$ cat config.mk
export PLATFORM = sky130hd
export DESIGN_NAME = io_bank_cfg_sequencer
export DESIGN_NICKNAME = d
export VERILOG_FILES = /design/src/rtl/io_cfg_pkg.sv /design/src/rtl/io_cfg_pulse_timer.sv /design/src/rtl/io_bank_cfg_sequencer.sv
export SDC_FILE = /design/constraint.sdc
export NUM_CORES = 1
export LEC_CHECK = 0
export ABC_AREA = 0
export CAP_MARGIN = 40
export CORE_ASPECT_RATIO = 1.5
export CORE_UTILIZATION = 48
export CTS_BUF_LIST = sky130_fd_sc_hd__clkbuf_8
export CTS_CLUSTER_DIAMETER = 120
export DETAILED_ROUTE_END_ITERATION = 10
export PLACE_DENSITY = 0.75
export SLEW_MARGIN = 20
export SYNTH_ARGS = -nofsm -noshare
export SYNTH_HDL_FRONTEND = slang
export SYNTH_SLANG_ARGS = --single-unit
export TNS_END_PERCENT = 1
$ cat constraint.sdc
create_clock -name prog_clk -period 2.1 [get_ports prog_clk]
set_input_delay 0.63 -clock prog_clk [delete_from_list [all_inputs] [get_ports prog_clk]]
set_output_delay 0.63 -clock prog_clk [all_outputs]
set_load 0.02 [all_outputs]
$ cat src/rtl/io_cfg_pkg.sv
// Shared types and helpers for the IO bank configuration sequencer.
// State codes are fixed localparams so legacy code can compare against raw values.
package io_cfg_pkg;

   localparam int STATE_W = 3;

   localparam logic [STATE_W-1:0] ST_IDLE  = 3'd0;
   localparam logic [STATE_W-1:0] ST_SETUP = 3'd1;
   localparam logic [STATE_W-1:0] ST_PULSE = 3'd2;
   localparam logic [STATE_W-1:0] ST_HOLD  = 3'd3;
   localparam logic [STATE_W-1:0] ST_DONE  = 3'd4;

   typedef enum logic [STATE_W-1:0] {
      IDLE  = ST_IDLE,
      SETUP = ST_SETUP,
      PULSE = ST_PULSE,
      HOLD  = ST_HOLD,
      DONE  = ST_DONE
   } state_e;

   // Index width that stays at least one bit wide even for a single subtile.
   function automatic int clog2_min1(input int n);
      return (n <= 2) ? 1 : $clog2(n);
   endfunction

endpackage

$ cat src/rtl/io_cfg_pulse_timer.sv
// Loadable down-counter timing the word-line pulse; expire flags terminal count 1.
module io_cfg_pulse_timer #(
   parameter int CNT_W = 2
) (
   input  logic             prog_clk,
   input  logic             prog_rst_n,
   input  logic             load,
   input  logic             dec,
   input  logic [CNT_W-1:0] value,
   output logic             expire
);

   logic [CNT_W-1:0] count_q;

   always_ff @(posedge prog_clk or negedge prog_rst_n) begin
      if (!prog_rst_n) begin
         count_q <= '0;
      end else if (load) begin
         count_q <= value;
      end else if (dec && !expire) begin
         count_q <= count_q - CNT_W'(1);
      end
   end

   assign expire = (count_q == CNT_W'(1));

endmodule

$ cat src/rtl/io_bank_cfg_sequencer.sv
// Programs the IO tile configuration bank one subtile at a time via bl/wl.
// Optional IO_CFG_SHADOW_EN adds shadow_q, a readback copy of programmed bits.
//
// state | meaning
// IDLE  | waiting for a request, cfg_ready high
// SETUP | bl[idx] presented (or idx skipped when unmasked)
// PULSE | wl[idx] high for WL_PULSE_CYCLES cycles
// HOLD  | wl released, bl[idx] still held
// DONE  | one-cycle completion pulse
module io_bank_cfg_sequencer
   import io_cfg_pkg::*;
#(
   parameter int NUM_IO          = 8,
   parameter int WL_PULSE_CYCLES = 2
) (
   input  logic              prog_clk,
   input  logic              prog_rst_n,
   input  logic              cfg_valid,
   output logic              cfg_ready,
   input  logic [NUM_IO-1:0] cfg_word,
   input  logic [NUM_IO-1:0] cfg_mask,
   output logic              busy,
   output logic              done,
   output logic [NUM_IO-1:0] bl,
   output logic [NUM_IO-1:0] wl
`ifdef IO_CFG_SHADOW_EN
   ,
   output logic [NUM_IO-1:0] shadow_q
`endif
);

   localparam int IDX_W = clog2_min1(NUM_IO);
   localparam int CNT_W = (WL_PULSE_CYCLES < 1) ? 1 : $clog2(WL_PULSE_CYCLES + 1);
   localparam logic [IDX_W-1:0] IDX_LAST   = IDX_W'(NUM_IO - 1);
   localparam logic [CNT_W-1:0] PULSE_LOAD = CNT_W'(WL_PULSE_CYCLES);

   if (WL_PULSE_CYCLES < 1) begin : g_bad_pulse
      $error("io_bank_cfg_sequencer: WL_PULSE_CYCLES must be >= 1");
   end
   if (NUM_IO < 1) begin : g_bad_num_io
      $error("io_bank_cfg_sequencer: NUM_IO must be >= 1");
   end

   state_e            state_q, state_nxt;
   logic [IDX_W-1:0]  idx_q, idx_nxt;
   logic [NUM_IO-1:0] word_q, word_nxt;
   logic [NUM_IO-1:0] mask_q, mask_nxt;
   logic [NUM_IO-1:0] bl_nxt, wl_nxt;
   logic              timer_load, timer_dec, timer_expire;

   io_cfg_pulse_timer #(
      .CNT_W (CNT_W)
   ) u_pulse_timer (
      .prog_clk   (prog_clk),
      .prog_rst_n (prog_rst_n),
      .load       (timer_load),
      .dec        (timer_dec),
      .value      (PULSE_LOAD),
      .expire     (timer_expire)
   );

   always_comb begin
      state_nxt  = state_q;
      idx_nxt    = idx_q;
      word_nxt   = word_q;
      mask_nxt   = mask_q;
      timer_load = 1'b0;
      timer_dec  = 1'b0;
      unique case (state_q)
         IDLE: begin
            if (cfg_valid) begin
               word_nxt  = cfg_word;
               mask_nxt  = cfg_mask;
               idx_nxt   = '0;
               state_nxt = SETUP;
            end
         end
         SETUP: begin
            if (mask_q[idx_q]) begin
               timer_load = 1'b1;
               state_nxt  = PULSE;
            end else if (idx_q == IDX_LAST) begin
               state_nxt = DONE;
            end else begin
               idx_nxt = idx_q + IDX_W'(1);
            end
         end
         PULSE: begin
            timer_dec = 1'b1;
            if (timer_expire) begin
               state_nxt = HOLD;
            end
         end
         HOLD: begin
            if (idx_q == IDX_LAST) begin
               state_nxt = DONE;
            end else begin
               idx_nxt   = idx_q + IDX_W'(1);
               state_nxt = SETUP;
            end
         end
         DONE: begin
            state_nxt = IDLE;
         end
         default: begin
            state_nxt = IDLE;
         end
      endcase
   end

   // Outputs are decoded from the next state so the flops line up with the state they describe.
   always_comb begin
      bl_nxt = '0;
      wl_nxt = '0;
      for (int i = 0; i < NUM_IO; i++) begin
         if (idx_nxt == IDX_W'(i)) begin
            if (state_nxt == PULSE) begin
               wl_nxt[i] = 1'b1;
            end
            if ((state_nxt == SETUP && mask_nxt[i]) || state_nxt == PULSE || state_nxt == HOLD) begin
               bl_nxt[i] = word_nxt[i];
            end
         end
      end
   end

   always_ff @(posedge prog_clk or negedge prog_rst_n) begin
      if (!prog_rst_n) begin
         state_q <= IDLE;
         idx_q   <= '0;
         word_q  <= '0;
         mask_q  <= '0;
         bl      <= '0;
         wl      <= '0;
         busy    <= 1'b0;
         done    <= 1'b0;
      end else begin
         state_q <= state_nxt;
         idx_q   <= idx_nxt;
         word_q  <= word_nxt;
         mask_q  <= mask_nxt;
         bl      <= bl_nxt;
         wl      <= wl_nxt;
         busy    <= (state_nxt != IDLE);
         done    <= (state_nxt == DONE);
      end
   end

   assign cfg_ready = (state_q == IDLE);

`ifdef IO_CFG_SHADOW_EN
   always_ff @(posedge prog_clk or negedge prog_rst_n) begin
      if (!prog_rst_n) begin
         shadow_q <= '0;
      end else if (state_q == HOLD) begin
         shadow_q[idx_q] <= word_q[idx_q];
      end
   end
`endif

endmodule

==> flow_summary_export.csv, run 1 <==
group,metric,value,unit
place,dp.cells,282,
grt,antenna_found_initial,0,
layout,fillCellCount,326,
setup_path,crit_required,2.30,ns
grt,track_usage,25.8,%
synth,yosys-top-cells-count,"42 x dfrtp_1, 16 x nand2_1, 15 x mux2_2, 15 x nor3_1, 14 x a21oi_1",
synth,avgSynthCellArea,10.8,sq um
clock_network,path_clk_slew,0.08,ns
floorplan,initial_core_util,50.7,%
sta,max_slew.worst_pin.slew,0.525,ns
clock_network,htreeDepth,2,
sta,finalCritPeriodShare,103,%
synth,yosys.area.top_type_share,51.9,%
synth,netlist_area,2030,sq um
grt,grt_first_pass_wirelength,8.03,mm
layout,nets,266,
clock_network,clockBufferDepth,2,
drt,drtAntennaViolNets,0,
layout,syn2layout_area_growth,34.8,%
layout,antenna_cells,0,
place,hpwlAfterDp,3.87,mm
place,routabilityCongestion,0.885,
sta,rsz0062_at_grt,"yes",
layout,multi_input_area,922,sq um
setup_path,cp_slowest_cell,"dfrtp_2",
drt,viasPerCell,5.71,
grt,gr-total-overflow,0,
setup_path,worstSetupPathType,"reg -> reg",
synth,ys_seq_area_share,51.9,%
drt,dr.pass1.iters,4,
synth,syn_nets,208,
drt,drc,0,
setup_path,arrival,2.36,ns
floorplan,chipWidth,55.0,um
setup_path,max_stage_delay,0.45,ns
synth,synthTopCellsByArea,"dfrtp_1 52%, mux2_2 8.3%, nor3_1 3.7%",
pwr,worst_ir_drop_vdd,1.38,mV
run_status,status,"complete, but fails checks",
drt,via_count,1661,
synth,synthFlopType,"dfrtp_1",
layout,instances_no_fill,291,
synth,yosysMostFrequentCell,"dfrtp_1",
sta,slew_viol_final,0,
drt,initialDrtViolationCount,59,
sta,setup_tns,-0.294,ns
synth,synth_cell_types,42,
synth,synth_warnings,0,
clock_network,clock-sinks,42,
clock_network,insertion_delay,0.29,ns
floorplan,die_h,81.6,um
floorplan,dieArea,4490,sq um
setup_path,setup.worst_path.start_class,"flop",
setup_path,endpoint_kind,"flop",
sta,min_period,2.16,ns
run,maxCapViolCount,0,
synth,ys_ff_latch,42,
clock_network,root_buffer,"clkbuf_8",
grt,grt_max_degree,22,
synth,yosys.area.top_type,"dfrtp_1",
floorplan,ioPinCount,38,
setup_path,crit_path_max_fanout,5,
pwr,power_density,1630,nW/um^2
drt,routedWlPerCell,17.5,um
setup_path,worst_path_most_repeated_cell,"o211ai_1",
layout,regArea,1050,sq um
clock_network,cts_tree,"yes",
sta,finalSetupViolations,10,
pwr,p_leak,1.21,nW
run_status,violations,"negative setup slack",
floorplan,rows,28,
hold_path,hold_path.class,"in -> async",
setup_path,crit_chain,"buf_4, mux2i_1, a21o_1, or2_1, o211ai_1, o211ai_1, nor3_1",
sta,setup_ws,-0.0627,ns
sta,relSlewSlack,64.8,%
synth,async_flop_share,100,%
grt,grt_pass1_vias,1815,
place,pre_cts_ws,-0.351,ns
sta,final_hold_viol_count,0,
layout,drive_gt1_share,26.4,%
floorplan,coreArea,3990,sq um
clock_network,cts_inserted_buffers,5,
place,port_buffers,37,
sta,fin_skew,0.00959,ns
synth,syn_inst,187,
sta,max_freq,0.462,GHz
synth,synth_edf_count,0,
drt,routed_wl,5.10,mm
layout,final_util,68.4,%
## placed cells by master (no fill, tap or decap), types with 3 or more instances in the layout
master | synthesis | layout
nand2b_1 | 4 | 4
inv_1 | 8 | 10
a21oi_1 | 14 | 13
clkdlybuf4s50_1 | 0 | 35
buf_4 | 0 | 24
nor2b_1 | 8 | 8
clkbuf_8 | 0 | 5
nor2_1 | 11 | 11
nand2_1 | 16 | 16
o211ai_1 | 3 | 3
nor3_2 | 4 | 4
mux2_2 | 15 | 15
nor3_1 | 15 | 15
dfrtp_1 | 42 | 41
## layout make-up
| cell class | instances | area share, % |
|---|---|---|
| timing repair buffer | 62 | 20.7 |
| clock inverter | 3 | 1.37 |
| clock buffer | 5 | 2.52 |
| inverter | 8 | 1.10 |
| sequential | 42 | 38.5 |
| tap | 45 | 2.06 |
| multi-input combinational | 126 | 33.8 |
## per-layer routing
layer,vias up,global-route usage [%],share of wire (%)
met5,-,0,0
met4,0,15.8,4.8
met3,25,6.30,4.3
met2,59,47.1,56
met1,810,24.3,35
li1,767,-,-
## cell families (layout without fill, tap and decap cells)
group                    Yosys count  after routing  synth area share [%]
AND/OR/NAND/NOR                   64             64                  16.4
flip-flops                        42             42                  51.9
AO/OA/AOI/OAI                     39             39                  14.6
multiplexers                      21             21                  11.7
buffers and inverters             19             78                  4.20
adder cells (fa/ha/maj)            2              2                  1.24
## flip-flops by register name, indices dropped and copies added, names as in the netlist
name                   cells
bl                         8
mask_q                     8
wl                         8
word_q                     8
idx_q                      3
state_q                    3
u_pulse_timer.count_q      2
busy                       1
done                       1
## power breakdown
group	leakage [nW]	switching (mW)	internal, mW
Clock	0.0607	0.270	0.346
Combinational	0.616	1.42	1.19
Sequential	0.532	0.141	1.09
## timing repair
item                                    in CTS  in global routing
endpoints found under the setup margin      17                 16
setup buffers                                0                  1
pin swaps                                    6                  2
resized for setup                            9                  1
hold buffers                                 0                  0
cloned                                       0                  0
## path summary, 6_finish.rpt
| check | from | end | slack [ns] | depth (start not counted) |
|---|---|---|---|---|
| hold / removal | prog_rst_n | idx_q[1] | 0.29 | 1 |
| setup / recovery | idx_q[0] | bl[5] | -0.06 | 7 |
| hold reg to reg | word_q[6] | word_q[6] | 0.50 | 1 |
| min in group prog_clk | word_q[6] | word_q[6] | 0.50 | 1 |
| setup reg to reg | idx_q[0] | bl[5] | -0.06 | 7 |
| max in group asynchronous | prog_rst_n | bl[2] | 1.25 | 2 |
## per-stage QoR
stage               total power [mW]  area [sq um]  hold WS (ns)
global placement                3.64          2580         0.470
global route                    4.72          2730         0.327
finish                          4.46          2730         0.294
floorplan                       2.83          2030         0.334
CTS                             4.43          2720         0.306
detailed placement              3.76          2580         0.488
## critical path, delay by kind of cell (launching register included)
kind                   cells  cell delay (ns)
multiplexers               1             0.15
flip-flops                 1             0.45
AO/OA/AOI/OAI              3             0.86
buffers and inverters      1             0.17
AND/OR/NAND/NOR            2             0.44
No activity file was read; power rests on OpenSTA's default activity.
==> run 2, diff against run 1 <==
--- a/config.mk
+++ b/config.mk
@@ -7,7 +7,7 @@
 export LEC_CHECK = 0
 export ABC_AREA = 0
 export CAP_MARGIN = 40
-export CORE_ASPECT_RATIO = 1.5
+export CORE_ASPECT_RATIO = 0.6
 export CORE_UTILIZATION = 48
 export CTS_BUF_LIST = sky130_fd_sc_hd__clkbuf_8
 export CTS_CLUSTER_DIAMETER = 120
==> run 2 against run 1 <==
  * The run still ends with negative setup slack left
  * Combinational power rose by 18%
  * Worst setup slack worse by 0.14 ns
  * Largest power group unchanged
  * Sequential power grew 3%
  * Maximum frequency shrank 5.9%
  * Clock skew decreased by 0.0049 ns
==> flow_summary_export.csv, run 2 (same netlist as run 1, synthesis figures left out) <==
group,metric,value,unit
pwr,seqPwrFrac,26.0,%
setup_path,arrival,2.49,ns
sta,final_hold_viol_count,0,
grt,grt_max_degree,23,
clock_network,htreeDepth,2,
drt,dr.pass1.iters,4,
place,port_buffers,37,
sta,max_freq,0.435,GHz
floorplan,die_h,52.3,um
layout,drive_gt1_share,33.6,%
drt,routedWlPerCell,17.5,um
floorplan,ioPinCount,38,
pwr,p_comb_share,62.7,%
sta,fin_skew,0.00470,ns
layout,syn2layout_area_growth,42.8,%
layout,layout.cells.most_common,"dfrtp_1",
sta,max_slew.worst_pin.slew,0.486,ns
floorplan,initial_core_util,52.6,%
pwr,power.internal,2.82,mW
sta,setup_ws,-0.198,ns
sta,relSlewSlack,67.5,%
floorplan,coreArea,3850,sq um
clock_network,clockBufferDepth,2,
pwr,switchingPower,2.07,mW
pwr,worst_ir_drop_vdd,0.907,mV
run_status,violations,"negative setup slack",
clock_network,insertion_delay,0.30,ns
sta,slew_viol_final,0,
sta,finalSetupViolations,17,
run,maxCapViolCount,0,
clock_network,cts_tree,"yes",
drt,via_count,1749,
floorplan,rows,17,
grt,grt_first_pass_wirelength,8.96,mm
layout,postLayoutCellArea,2890,sq um
clock_network,clock-sinks,42,
floorplan,dieArea,4490,sq um
clock_network,path_clk_slew,0.08,ns
hold_path,hold_path.class,"in -> async",
grt,grt_pass1_vias,1847,
layout,antenna_cells,0,
clock_network,root_buffer,"clkbuf_8",
drt,viasPerCell,5.48,
place,placed_cell_area,2660,sq um
run_status,status,"complete, but fails checks",
drt,drtAntennaViolNets,0,
setup_path,setup.worst_path.start_class,"flop",
floorplan,chipWidth,85.9,um
drt,initialDrtViolationCount,158,
pwr,p_leak,1.29,nW
drt,routed_wl,5.60,mm
setup_path,crit_required,2.29,ns
place,pre_cts_ws,-0.402,ns
sta,min_period,2.30,ns
pwr,power_density,1690,nW/um^2
sta,rsz0062_at_grt,"yes",
sta,setup_tns,-1.81,ns
pwr,switching_share,42.3,%
layout,layout_common_cells,"42 x dfrtp_1, 40 x buf_4, 35 x clkdlybuf4s50_1",
grt,antenna_found_initial,0,
setup_path,worstSetupPathType,"reg -> reg",
place,routabilityCongestion,0.864,
setup_path,crit_path_max_fanout,4,
place,hpwlAfterDp,3.99,mm
pwr,pwr-share-clk,11.3,%
drt,drc,0,
sta,finalCritPeriodShare,109,%
grt,track_usage,27.5,%
setup_path,endpoint_kind,"flop",
grt,gr-total-overflow,0,
clock_network,cts_inserted_buffers,5,
layout,nets,282,
## run 2: changes by cell type in the layout (fill, tap and decap cells not counted), sizes merged
cell	previous run	this run
bufinv	1	0
buf	26	42
inv	10	8
clkinvlp	0	1
clkinv	0	1
clkbuf	5	6
## run 2: area by class of cell
class	count	area, sq um
inverter	8	30.0
sequential	42	1050
multi-input combinational	126	970
clock buffer	6	82.6
fill	240	957
tap	57	71.3
timing repair buffer	78	676
clock inverter	2	12.5
## run 2: power groups by stage
stage,clock [mW],sequential [mW],combinational [mW]
global route,0.586,1.30,3.29
detailed placement,0,1.26,2.65
floorplan,0,1.27,1.56
finish,0.554,1.27,3.07
global placement,0,1.24,2.58
CTS,0.557,1.25,2.79
## run 2: metal layers
layer / wire (um) / vias to the layer above / track usage, %
li1: - / 807 / -
met1: 2520 / 841 / 37.5
met2: 2480 / 81 / 44.2
met3: 418 / 20 / 5.67
met4: 177 / 0 / 9.44
met5: 0 / - / 0
## run 2: worst paths after layout
kind	startpoint	to	slack [ns]	cells after the start
min in group prog_clk	word_q[4]	word_q[4]	0.50	1
max reg2reg	idx_q[0]	idx_q[0]	-0.20	10
min	prog_rst_n	bl[2]	0.28	1
max in group asynchronous	prog_rst_n	wl[4]	1.29	2
min reg2reg	word_q[4]	word_q[4]	0.50	1
max	idx_q[0]	idx_q[0]	-0.20	10
## run 2: what timing repair did
item,4_1_cts,5_1_grt
gates cloned,0,0
endpoints found under the hold margin,0,0
hold buffers,0,0
setup endpoints to repair,17,19
pin swaps,9,8
setup buffers,4,4
gates resized for setup,5,14
## run 2: metrics by stage
stage / power (mW) / hold WS (ns) / util (%) / std cells
2_1_floorplan: 2.83 / 0.334 / - / 187
3_3_place_gp: 3.82 / 0.477 / 69.2 / 304
3_5_place_dp: 3.91 / 0.478 / 69.2 / 304
4_1_cts: 4.59 / 0.292 / 73.0 / 316
5_1_grt: 5.18 / 0.306 / 75.1 / 319
6_report: 4.89 / 0.277 / 75.1 / 319
## run 2: worst max-delay path: stages, from the launching register on
cell and delay (ns):
dfrtp_1 0.44, buf_6 0.15, mux2_4 0.33, nor3_2 0.25
or2_1 0.19, o211ai_1 0.18, buf_4 0.19, buf_4 0.12
buf_4 0.13, buf_4 0.12, o21a_1 0.09
